$ cat config.mk
export PLATFORM = sky130hd
export DESIGN_NAME = vector_load_sequencer
export DESIGN_NICKNAME = d
export VERILOG_FILES = /design/src/rtl/vector_load_sequencer_pkg.sv /design/src/rtl/vector_load_sequencer.sv
export SDC_FILE = /design/constraint.sdc
export NUM_CORES = 1
export LEC_CHECK = 0
export CAP_MARGIN = 0
export CORE_MARGIN = 2
export CORE_UTILIZATION = 40
export CTS_BUF_LIST = sky130_fd_sc_hd__clkbuf_4
export DETAILED_ROUTE_END_ITERATION = 8
export GPL_TIMING_DRIVEN = 0
export PLACE_DENSITY = 0.85
export SYNTH_ARGS = -nofsm -noshare
export SYNTH_HDL_FRONTEND = slang
export SYNTH_SLANG_ARGS = --single-unit
export TNS_END_PERCENT = 5
$ cat constraint.sdc
create_clock -name clk -period 5.7 [get_ports clk]
set_clock_uncertainty 0.15 [all_clocks]
set_input_delay 1.425 -clock clk [delete_from_list [all_inputs] [get_ports clk]]
set_output_delay 1.425 -clock clk [all_outputs]
set_load 0.02 [all_outputs]
$ cat src/rtl/vector_load_sequencer_pkg.sv
// vector_load_sequencer_pkg: VL encodings, opcode and FSM states shared by the vector load engine.
package vector_load_sequencer_pkg;
  localparam logic [1:0] VL_1   = 2'b00;
  localparam logic [1:0] VL_2   = 2'b01;
  localparam logic [1:0] VL_4   = 2'b10;
  localparam logic [1:0] VL_ILL = 2'b11;
  localparam logic [6:0] VECLOAD_OPCODE = 7'b0000010;
  typedef enum logic [1:0] {IDLE, REQ, WAIT} state_e;
  function automatic logic [1:0] vl_last(input logic [1:0] vl);
    return vl == VL_4 ? 2'd3 : vl == VL_2 ? 2'd1 : 2'd0;
  endfunction
endpackage

$ cat src/rtl/vector_load_sequencer.sv
// vector_load_sequencer: issues one read per vector element and writes each result into WVR/SVR,
// stalling the pipeline until the last element lands.
module vector_load_sequencer
  import vector_load_sequencer_pkg::*;
#(
  parameter int XLEN       = 32,
  parameter int ADDR_W     = 32,
  parameter int VREG_AW    = 5,
  parameter int ELEM_BYTES = 4
) (
  input  logic               clk,
  input  logic               rst,
  input  logic               start_wvr,
  input  logic               start_svr,
  input  logic [1:0]         vl,
  input  logic [ADDR_W-1:0]  base_addr,
  input  logic [VREG_AW-1:0] vd,
  output logic               mem_req,
  output logic [ADDR_W-1:0]  mem_addr,
  input  logic               mem_gnt,
  input  logic               mem_rvalid,
  input  logic [XLEN-1:0]    mem_rdata,
  input  logic               mem_err,
  output logic               vr_we,
  output logic               vr_sel_wide,
  output logic [VREG_AW-1:0] vr_addr,
  output logic [1:0]         vr_elem,
  output logic [XLEN-1:0]    vr_wdata,
  output logic               stall,
  output logic               busy,
  output logic               err
);
  state_e state_q, state_d;
  logic [ADDR_W-1:0] base_q, base_d;
  logic [VREG_AW-1:0] vd_q, vd_d, vr_addr_q, vr_addr_d;
  logic [1:0] idx_q, idx_d, last_q, last_d, vr_elem_q, vr_elem_d;
  logic [XLEN-1:0] vr_wdata_q, vr_wdata_d;
  logic wide_q, wide_d, vr_we_q, vr_we_d, vr_sel_wide_q, vr_sel_wide_d, err_q, err_d;
  always_comb begin
    state_d       = state_q;
    base_d        = base_q;
    vd_d          = vd_q;
    wide_d        = wide_q;
    idx_d         = idx_q;
    last_d        = last_q;
    vr_we_d       = 1'b0;
    vr_sel_wide_d = vr_sel_wide_q;
    vr_addr_d     = vr_addr_q;
    vr_elem_d     = vr_elem_q;
    vr_wdata_d    = vr_wdata_q;
    err_d         = 1'b0;
    case (state_q)
      IDLE: if (start_wvr | start_svr) begin
        if (vl == VL_ILL) err_d = 1'b1;
        else begin
          base_d  = base_addr;
          vd_d    = vd;
          wide_d  = start_wvr;
          last_d  = vl_last(vl);
          idx_d   = 2'd0;
          state_d = REQ;
        end
      end
      REQ: state_d = mem_gnt ? WAIT : REQ;
      WAIT: if (mem_rvalid) begin
        if (mem_err) begin
          err_d   = 1'b1;
          state_d = IDLE;
        end else begin
          vr_we_d       = 1'b1;
          vr_sel_wide_d = wide_q;
          vr_addr_d     = vd_q;
          vr_elem_d     = idx_q;
          vr_wdata_d    = mem_rdata;
          idx_d         = idx_q == last_q ? idx_q : idx_q + 2'd1;
          state_d       = idx_q == last_q ? IDLE : REQ;
        end
      end
      default: state_d = IDLE;
    endcase
  end
  always_ff @(posedge clk or posedge rst) begin
    if (rst) begin
      state_q       <= IDLE;
      base_q        <= '0;
      vd_q          <= '0;
      wide_q        <= 1'b0;
      idx_q         <= '0;
      last_q        <= '0;
      vr_we_q       <= 1'b0;
      vr_sel_wide_q <= 1'b0;
      vr_addr_q     <= '0;
      vr_elem_q     <= '0;
      vr_wdata_q    <= '0;
      err_q         <= 1'b0;
    end else begin
      state_q       <= state_d;
      base_q        <= base_d;
      vd_q          <= vd_d;
      wide_q        <= wide_d;
      idx_q         <= idx_d;
      last_q        <= last_d;
      vr_we_q       <= vr_we_d;
      vr_sel_wide_q <= vr_sel_wide_d;
      vr_addr_q     <= vr_addr_d;
      vr_elem_q     <= vr_elem_d;
      vr_wdata_q    <= vr_wdata_d;
      err_q         <= err_d;
    end
  end
  // address wraps modulo 2^ADDR_W by truncation
  assign mem_addr    = base_q + ADDR_W'(idx_q) * ADDR_W'(ELEM_BYTES);
  assign mem_req     = state_q == REQ;
  assign stall       = state_q != IDLE;
  assign busy        = stall;
  assign vr_we       = vr_we_q;
  assign vr_sel_wide = vr_sel_wide_q;
  assign vr_addr     = vr_addr_q;
  assign vr_elem     = vr_elem_q;
  assign vr_wdata    = vr_wdata_q;
  assign err         = err_q;
endmodule
== Word-level counts from Yosys, hierarchy flattened ==
Index checks and enable logic that the tools add are counted.
Cells by class
  bitwise operators: 3
  reduce and logical (&&, ||, !) cells: 7
  add/subtract/negate cells: 2
  mux-type cells: 23
  eq/ne operators: 11
Operator list (number)
  adder 32 x 4 -> 32 bit: 1
  two-way mux 2 bit: 10
  two-way mux 1 bit: 10
  != test 2 bit (second input constant): 5
  AND reduction 3 bit: 3
  equality test 2 bit (second input constant): 3
  one-hot mux 2 bit (3 select lines): 1
  AND reduction 6 bit: 1
  equality test 2 x 1 -> 1 bit (second input constant): 2
  one-hot mux 2 bit (2 select lines): 1
  nonzero test 2 bit: 2
  adder 2 x 1 -> 2 bit (second input constant): 1
  equality test 2 bit: 1
  zero test 2 bit: 1
  inverter 1 bit: 2
  one-hot mux 1 bit (2 select lines): 1
  OR 1 bit: 1
Word-level totals
  register bits: 86
  output and inout bits: 77
  logic and storage cells: 58
  input port bits: 78

== Longest topological paths before layout ==
Gate-level depths: netlist of run 1.
  word-level depth: 5
  depth in mapped cells: 9
  gate-level depth less buffers: 6

== Least setup slack after synthesis of run 1 ==
OpenSTA, ideal clock, no wires.
  path kind: flip-flop to output port
  from: register idx_q[1]
  to: output mem_addr[31]
  stages on the path, launching flop included: 7
  data required time: 4.125 ns
  arrival: 2.008 ns
  setup slack: 2.117 ns
  path through: dfrtp_1 ha_1 a21oi_1 or3_1 clkbuf_1 nor4_2 xor2_1
On the way
  cells in the longest elaborated chain, start to end: 1
Ends and longest elaborated chain
  start: declaration: line vector_load_sequencer.sv:36  | logic [1:0] idx_q, idx_d, last_q, last_d, vr_elem_q, vr_elem_d;
  start signal: assignment: line vector_load_sequencer.sv:101  | idx_q <= idx_d;
  adder 32 x 4 -> 32 bit: line vector_load_sequencer.sv:112  | assign mem_addr = base_q + ADDR_W'(idx_q) * ADDR_W'(ELEM_BYTES);
  end: declaration: line vector_load_sequencer.sv:19  | output logic [ADDR_W-1:0] mem_addr,
No other way between the ends.

== Final worst setup path of run 1 ==
  from: register idx_q[0]
  to: output mem_addr[28]
The elaborated chain is that of the path after synthesis.

==> results of run 1 <==
[registers in the layout (all words and copies together), names as in the netlist]
register / flops
vd_q: 5
vr_elem: 2
vr_sel_wide: 1
vr_wdata: 32
err: 1
idx_q: 2
state_q: 2
vr_we: 1
vr_addr: 5
base_q: 32
wide_q: 1
last_q: 2
[cell type report]
| type | count | area (um^2) |
|---|---|---|
| clock buffer | 10 | 75.1 |
| clock inverter | 6 | 85.1 |
| buffer | 24 | 111 |
| fill | 815 | 3840 |
| multi-input combinational | 340 | 1650 |
| inverter | 9 | 37.5 |
| tap | 133 | 166 |
| timing repair buffer | 155 | 1570 |
| sequential | 86 | 2150 |
[stage by stage]
stage,hold slack [ns],utilization
floorplan,0.289,-
global placement,0.306,0.584
detailed placement,0.303,0.587
CTS,0.323,0.603
global route,0.361,0.603
finish,0.314,0.603
[worst max path at each step]
| stage | cells after the start | to | slack, ns | start |
|---|---|---|---|---|
| 3_3_place_gp | 2 | base_q[13] | 0.69 | rst |
| 3_5_place_dp | 7 | mem_addr[31] | 1.43 | idx_q[1] |
| 6_report | 7 | mem_addr[28] | 0.89 | idx_q[0] |
| 5_1_grt | 7 | mem_addr[28] | 0.76 | idx_q[0] |
| 4_1_cts | 7 | mem_addr[31] | 0.91 | idx_q[1] |
| 2_1_floorplan | 1 | base_q[0] | 1.90 | rst |
[synthesized netlist by cell type (all sizes together) (4+ instances only)]
cell    instances  area (um^2)
xor2           16          140
ha              4         50.1
buf             9         55.1
clkbuf         15         56.3
and4            5         43.8
inv             8         30.0
nor3            9         45.0
nor2            7         26.3
xnor2          14          123
nand3          14         70.1
dfrtp          86         2150
o21ai           7         38.8
nand2         237          890
[cell families (layout without fill, tap and decap cells)]
logic type,after synthesis,after routing,synth area share
buffers and inverters,33,204,0.0371
AND/OR/NAND/NOR,289,289,0.306
adder cells (fa/ha/maj),5,5,0.0178
AO/OA/AOI/OAI,16,16,0.0270
flip-flops,86,86,0.546
XOR/XNOR,30,30,0.0666
[power groups by stage]
stage / logic, uW / registers [uW] / clock network, uW
finish: 1560 / 1110 / 397
global route: 1680 / 1150 / 429
CTS: 1570 / 1110 / 405
detailed placement: 1570 / 1120 / 0
global placement: 1530 / 1100 / 0
floorplan: 672 / 1250 / 0
[worst max-delay path, delay by kind of cell (launching register included)]
family                   cells  cell delay [ns]
flip-flops                   1             0.51
AND/OR/NAND/NOR              3             0.95
adder cells (fa/ha/maj)      2             0.48
XOR/XNOR                     1             0.22
buffers and inverters        1             0.64
[metal layers]
layer / vias to the layer above / share of wire / GRT usage
met3: 16 / 0.049 / 0.0282
met4: 0 / 0.020 / 0.0840
met5: - / 0 / 0
met2: 119 / 0.50 / 0.347
met1: 1719 / 0.43 / 0.248
li1: 1775 / - / -
==> out/summary.md, run 1 <==
- **number of non-filler instances in the completed layout** 763
- **Resize count post-CTS** 0
- **pin count of the biggest net entering global routing** 47
- **synthesis-stage register bit count** 86
- **number of rows created at floorplan** 36
- **Final Cycle Share** 0.844
- **sequential fraction of the synthesis area** 0.546
- **CP Class** flop to primary output
- **cell depth of the worst flop-to-flop path** 5
- **most common cell after layout, fill and taps aside** nand2_1
- **outcome** finished, final reports clean
- **ordered list of cells on the worst path** ha_1 -> fa_1 -> and4_1 -> nand3_1 -> nor4_1 -> xor2_1 -> clkdlybuf4s50_1
- **Residual DRC** 0
- **deepest clock path buffer count** 2
- **type of element launching the critical path** flop
- **share of async-settable or async-resettable flops after synthesis** 1.00
- **layout cell share with drive strength beyond 1** 0.0460
- **wire length of the first global-routing pass** 16.5 mm
- **global router's overall resource usage** 0.199
- **switching portion of total power** 0.412
- **Clock Pin Slew Worst Setup and Hold Paths** 0.15 ns
- **proportion of power drawn by combinational gates** 0.509
- **count of buffers inserted at the top-level ports** 154
- **H-tree level count** 3
- **Syn Inst Count** 459
- **sink of the worst hold path** vr_addr[0]
- **Power, Total** 3060 uW
- **slew at the pin closest to its max-slew limit** 1.02 ns
- **CTS Hold Bufs** 0
- **CTS buffer count** 9
- **insertion delay of the later-clocked pin in the worst-skew pair** 0.43 ns
- **number of cells traversed by the worst hold path** 2
- **Final Hold Violating Endpoints** 0
- **worst hold path startpoint** vd_q[0]
- **Post-synth EDFFs** 0
- **final total negative setup slack** 0 ns
- **CP Max Fanout** 6
- **Worst IR Drop VDD** 224 uV
- **endpoints failing setup** 0
- **initial antenna violation count** 0
- **cell type of the slowest stage on the worst timing path** clkdlybuf4s50_1
- **worst slack after detailed placement** 1.43 ns
- **average footprint of a synthesized cell** 8.59 um^2
- **required arrival time at the worst endpoint** 4.12 ns
- **post-route cell area** 5840 um^2
- **initial core utilization** 0.407
- **vias per inst** 4.76
- **data arrival time of the worst path** 3.23 ns
- **path class of the lowest-slack min-delay path** flop to flop
- **Vias** 3629
- **CTS tree** yes
- **core region area** 9680 um^2
- **Clock Root Buffer** clkbuf_4
- **Placer Congestion** 0.791
- **leakage power** 0.00278 uW
- **capturing element type of the critical path** primary output
- **instance area after placement** 5680 um^2
- **synthesis-to-layout area growth** 48.1%
- **Final Slew Violations** 0
- **Detailed Route WL** 10.6 mm
- **setup repair after global routing missed its margin** false
- **worst relative slew slack** 0.314
- **sequential fraction of design power** 0.362
- **die outline height** 103 um
- **final routed wire length divided by cell count** 13.9 um
- **Pwr per Cell Area** 524 nW/um^2
- **number of diodes added for antenna fixing** 0
- **leading cell types in the layout, fill and taps excluded** nand2_1, clkdlybuf4s50_1, dfrtp_1
- **Clock power frac** 0.130
- **crit path setup slack, layout** 0.891 ns
- **min cycle time layout** 4.81 ns
- **vias in the first global route** 3622
- **maximum clock frequency** 0.208 GHz
- **placed cell count** 747
- **CP max stage delay** 0.64 ns
- **DR iter-0 viols** 108
- **first-pass detailed-route iteration total** 4
- **HPWL after DPL** 8.12 mm
- **Top-Level Pins** 155
- **Worst R2R End** base_q[30]
- **internal reg-to-reg setup slack** 3.18 ns
- **width of the die** 103 um
- **post-synthesis instance area** 3940 um^2
- **cell-internal power** 1800 uW
- **number of post-CTS setup repair buffers** 0
- **Max Cap Viol** 0
- **sw power** 1260 uW
- **clk sinks** 86
- **predominant post-synthesis flop cell** dfrtp_1
- **count of yosys warnings during synthesis** 0
- **number of antenna-violating nets in the routed design** 0
- **total congestion overflow** 0
- **area of the die** 10700 um^2
- **Final #Nets** 708
- **startpoint of the lowest-slack register-to-register path** state_q[1]
- **synthesized net count** 542
- **number of unique standard cell types used by synthesis** 37
(Power assumes the default switching activity.)
==> run 2, diff against run 1 <==
--- a/config.mk
+++ b/config.mk
@@ -11,7 +11,7 @@
 export CTS_BUF_LIST = sky130_fd_sc_hd__clkbuf_4
 export DETAILED_ROUTE_END_ITERATION = 8
 export GPL_TIMING_DRIVEN = 0
-export PLACE_DENSITY = 0.85
+export PLACE_DENSITY = 0.88
 export SYNTH_ARGS = -nofsm -noshare
 export SYNTH_HDL_FRONTEND = slang
 export SYNTH_SLANG_ARGS = --single-unit
==> constraint.sdc (replaced) <==
create_clock -name clk -period 4.1 [get_ports clk]
set_clock_uncertainty 0.15 [all_clocks]
set_input_delay 1.025 -clock clk [delete_from_list [all_inputs] [get_ports clk]]
set_output_delay 1.025 -clock clk [all_outputs]
set_load 0.02 [all_outputs]
==> run 2 against run 1 <==
The flow now finishes with violations (negative setup slack). Critical path depth is the same. Cell count did not move. Via count rose by 0.14%. Critical path type unchanged. Critical endpoint is now mem_addr[27]. Largest power group unchanged. Highest routed layer unchanged.
==> out/summary.md, run 2 (synthesized netlist as in run 1, its figures left out) <==
- **cell depth of the worst flop-to-flop path** 5
- **worst relative slew slack** 0.475
- **outcome** finished, violations left
- **HPWL after DPL** 8.02 mm
- **capturing element type of the critical path** primary output
- **CP Max Fanout** 8
- **synthesis-to-layout area growth** 48.9%
- **number of cells traversed by the worst hold path** 2
- **startpoint of the lowest-slack register-to-register path** state_q[1]
- **vias per inst** 4.76
- **initial core utilization** 0.407
- **number of post-CTS setup repair buffers** 0
- **core region area** 9680 um^2
- **final routed wire length divided by cell count** 13.7 um
- **Worst IR Drop VDD** 343 uV
- **vias in the first global route** 3587
- **die outline height** 103 um
- **width of the die** 103 um
- **endpoints failing setup** 1
- **Final #Nets** 708
- **Worst R2R End** base_q[27]
- **insertion delay of the later-clocked pin in the worst-skew pair** 0.43 ns
- **clk sinks** 86
- **layout cell share with drive strength beyond 1** 0.0587
- **crit path setup slack, layout** -0.0211 ns
- **data arrival time of the worst path** 2.95 ns
- **sw power** 1750 uW
- **hold slack** 0.331 ns
- **switching portion of total power** 0.420
- **internal reg-to-reg setup slack** 1.72 ns
- **sequential fraction of design power** 0.373
- **Detailed Route WL** 10.4 mm
- **setup repair after global routing missed its margin** true
- **Clock power frac** 0.116
- **pin count of the biggest net entering global routing** 49
- **Max Cap Viol** 0
- **leading cell types in the layout, fill and taps excluded** nand2_1, clkdlybuf4s50_1, dfrtp_1
- **number of antenna-violating nets in the routed design** 0
- **Vias** 3634
- **path class of the lowest-slack min-delay path** flop to flop
- **CP Class** flop to primary output
- **count of buffers inserted at the top-level ports** 154
- **type of element launching the critical path** flop
- **number of rows created at floorplan** 36
- **most common cell after layout, fill and taps aside** nand2_1
- **min cycle time layout** 4.12 ns
- **Placer Congestion** 0.776
- **violated checks** negative setup slack
- **worst hold path startpoint** wide_q
- **required arrival time at the worst endpoint** 2.92 ns
- **H-tree level count** 3
- **CTS Hold Bufs** 0
- **CTS tree** yes
- **maximum clock frequency** 0.243 GHz
- **global router's overall resource usage** 0.199
- **Top-Level Pins** 155
- **first-pass detailed-route iteration total** 4
- **CTS buffer count** 9
- **Post-Route Utilization** 0.606
- **area of the die** 10700 um^2
- **Clock Pin Slew Worst Setup and Hold Paths** 0.15 ns
- **total congestion overflow** 0
- **number of diodes added for antenna fixing** 0
- **proportion of power drawn by combinational gates** 0.511
- **deepest clock path buffer count** 2
- **leakage power** 0.00293 uW
- **Pwr per Cell Area** 708 nW/um^2
- **initial antenna violation count** 0
- **Residual DRC** 0
- **DR iter-0 viols** 113
- **slew at the pin closest to its max-slew limit** 0.781 ns
- **cell-internal power** 2410 uW
- **Final Cycle Share** 1.01
- **wire length of the first global-routing pass** 16.4 mm
- **sink of the worst hold path** vr_sel_wide
- **Final Slew Violations** 0
- **Clock Root Buffer** clkbuf_4
- **Final Hold Violating Endpoints** 0
[run 2: area by class of cell]
class                   count  area (um^2)
plain buffers              24          113
clock buffers               9         67.6
clock inverters             7         72.6
fillers                   856         3810
inverters                   9         37.5
multi-input cells         340         1660
flip-flops and latches     86         2150
well taps                 133          166
repair buffers            155         1600
[run 2: worst max-delay path, stage by stage (launching register included)]
cell             delay (ns)
dfrtp_2                0.48
ha_1                   0.29
a21oi_1                0.12
or3_1                  0.38
clkbuf_2               0.20
nor3_1                 0.27
xnor2_1                0.15
clkdlybuf4s50_1        0.62
[run 2: worst max path at each step]
stage	start	endpoint	slack, ns	depth (start not counted)
after global routing	idx_q[1]	mem_addr[27]	-0.20	7
final	idx_q[1]	mem_addr[27]	-0.02	7
after detailed placement	idx_q[0]	mem_addr[28]	0.25	7
after CTS	idx_q[0]	mem_addr[28]	-0.20	7
after floorplan	rst	base_q[0]	0.70	1
after global placement	rst	vr_addr[0]	-0.53	2
[run 2: metrics by stage]
step / power [uW] / cell area [um^2] / setup TNS [ns] / instances / setup WS, ns
CTS: 4200 / 5830 / -1.56 / 763 / -0.199
detailed placement: 3730 / 5680 / 0 / 747 / 0.246
global placement: 3640 / 5650 / -44.82 / 746 / -0.525
floorplan: 2670 / 3940 / 0 / 459 / 0.703
global route: 4460 / 5870 / -0.367 / 763 / -0.199
finish: 4160 / 5870 / -0.0211 / 763 / -0.0211
[run 2: power by group through the flow]
stage,Clock [uW],Sequential (uW),Combinational [uW]
finish,484,1550,2120
CTS,499,1550,2160
global placement,0,1530,2110
floorplan,0,1740,934
global route,535,1600,2320
detailed placement,0,1560,2160
[run 2: layer usage]
metal | vias to the layer above | global-route usage | part of all wire
met5 | - | 0 | 0
met1 | 1742 | 0.242 | 0.42
met3 | 12 | 0.0464 | 0.057
met4 | 0 | 0.0688 | 0.016
li1 | 1774 | - | -
met2 | 106 | 0.347 | 0.51
[run 2: timing repair]
item / in CTS / in global routing
endpoints found under the hold margin: 0 / 0
cloned: 0 / 0
resized for setup: 7 / 17
endpoints found under the setup margin: 19 / 18
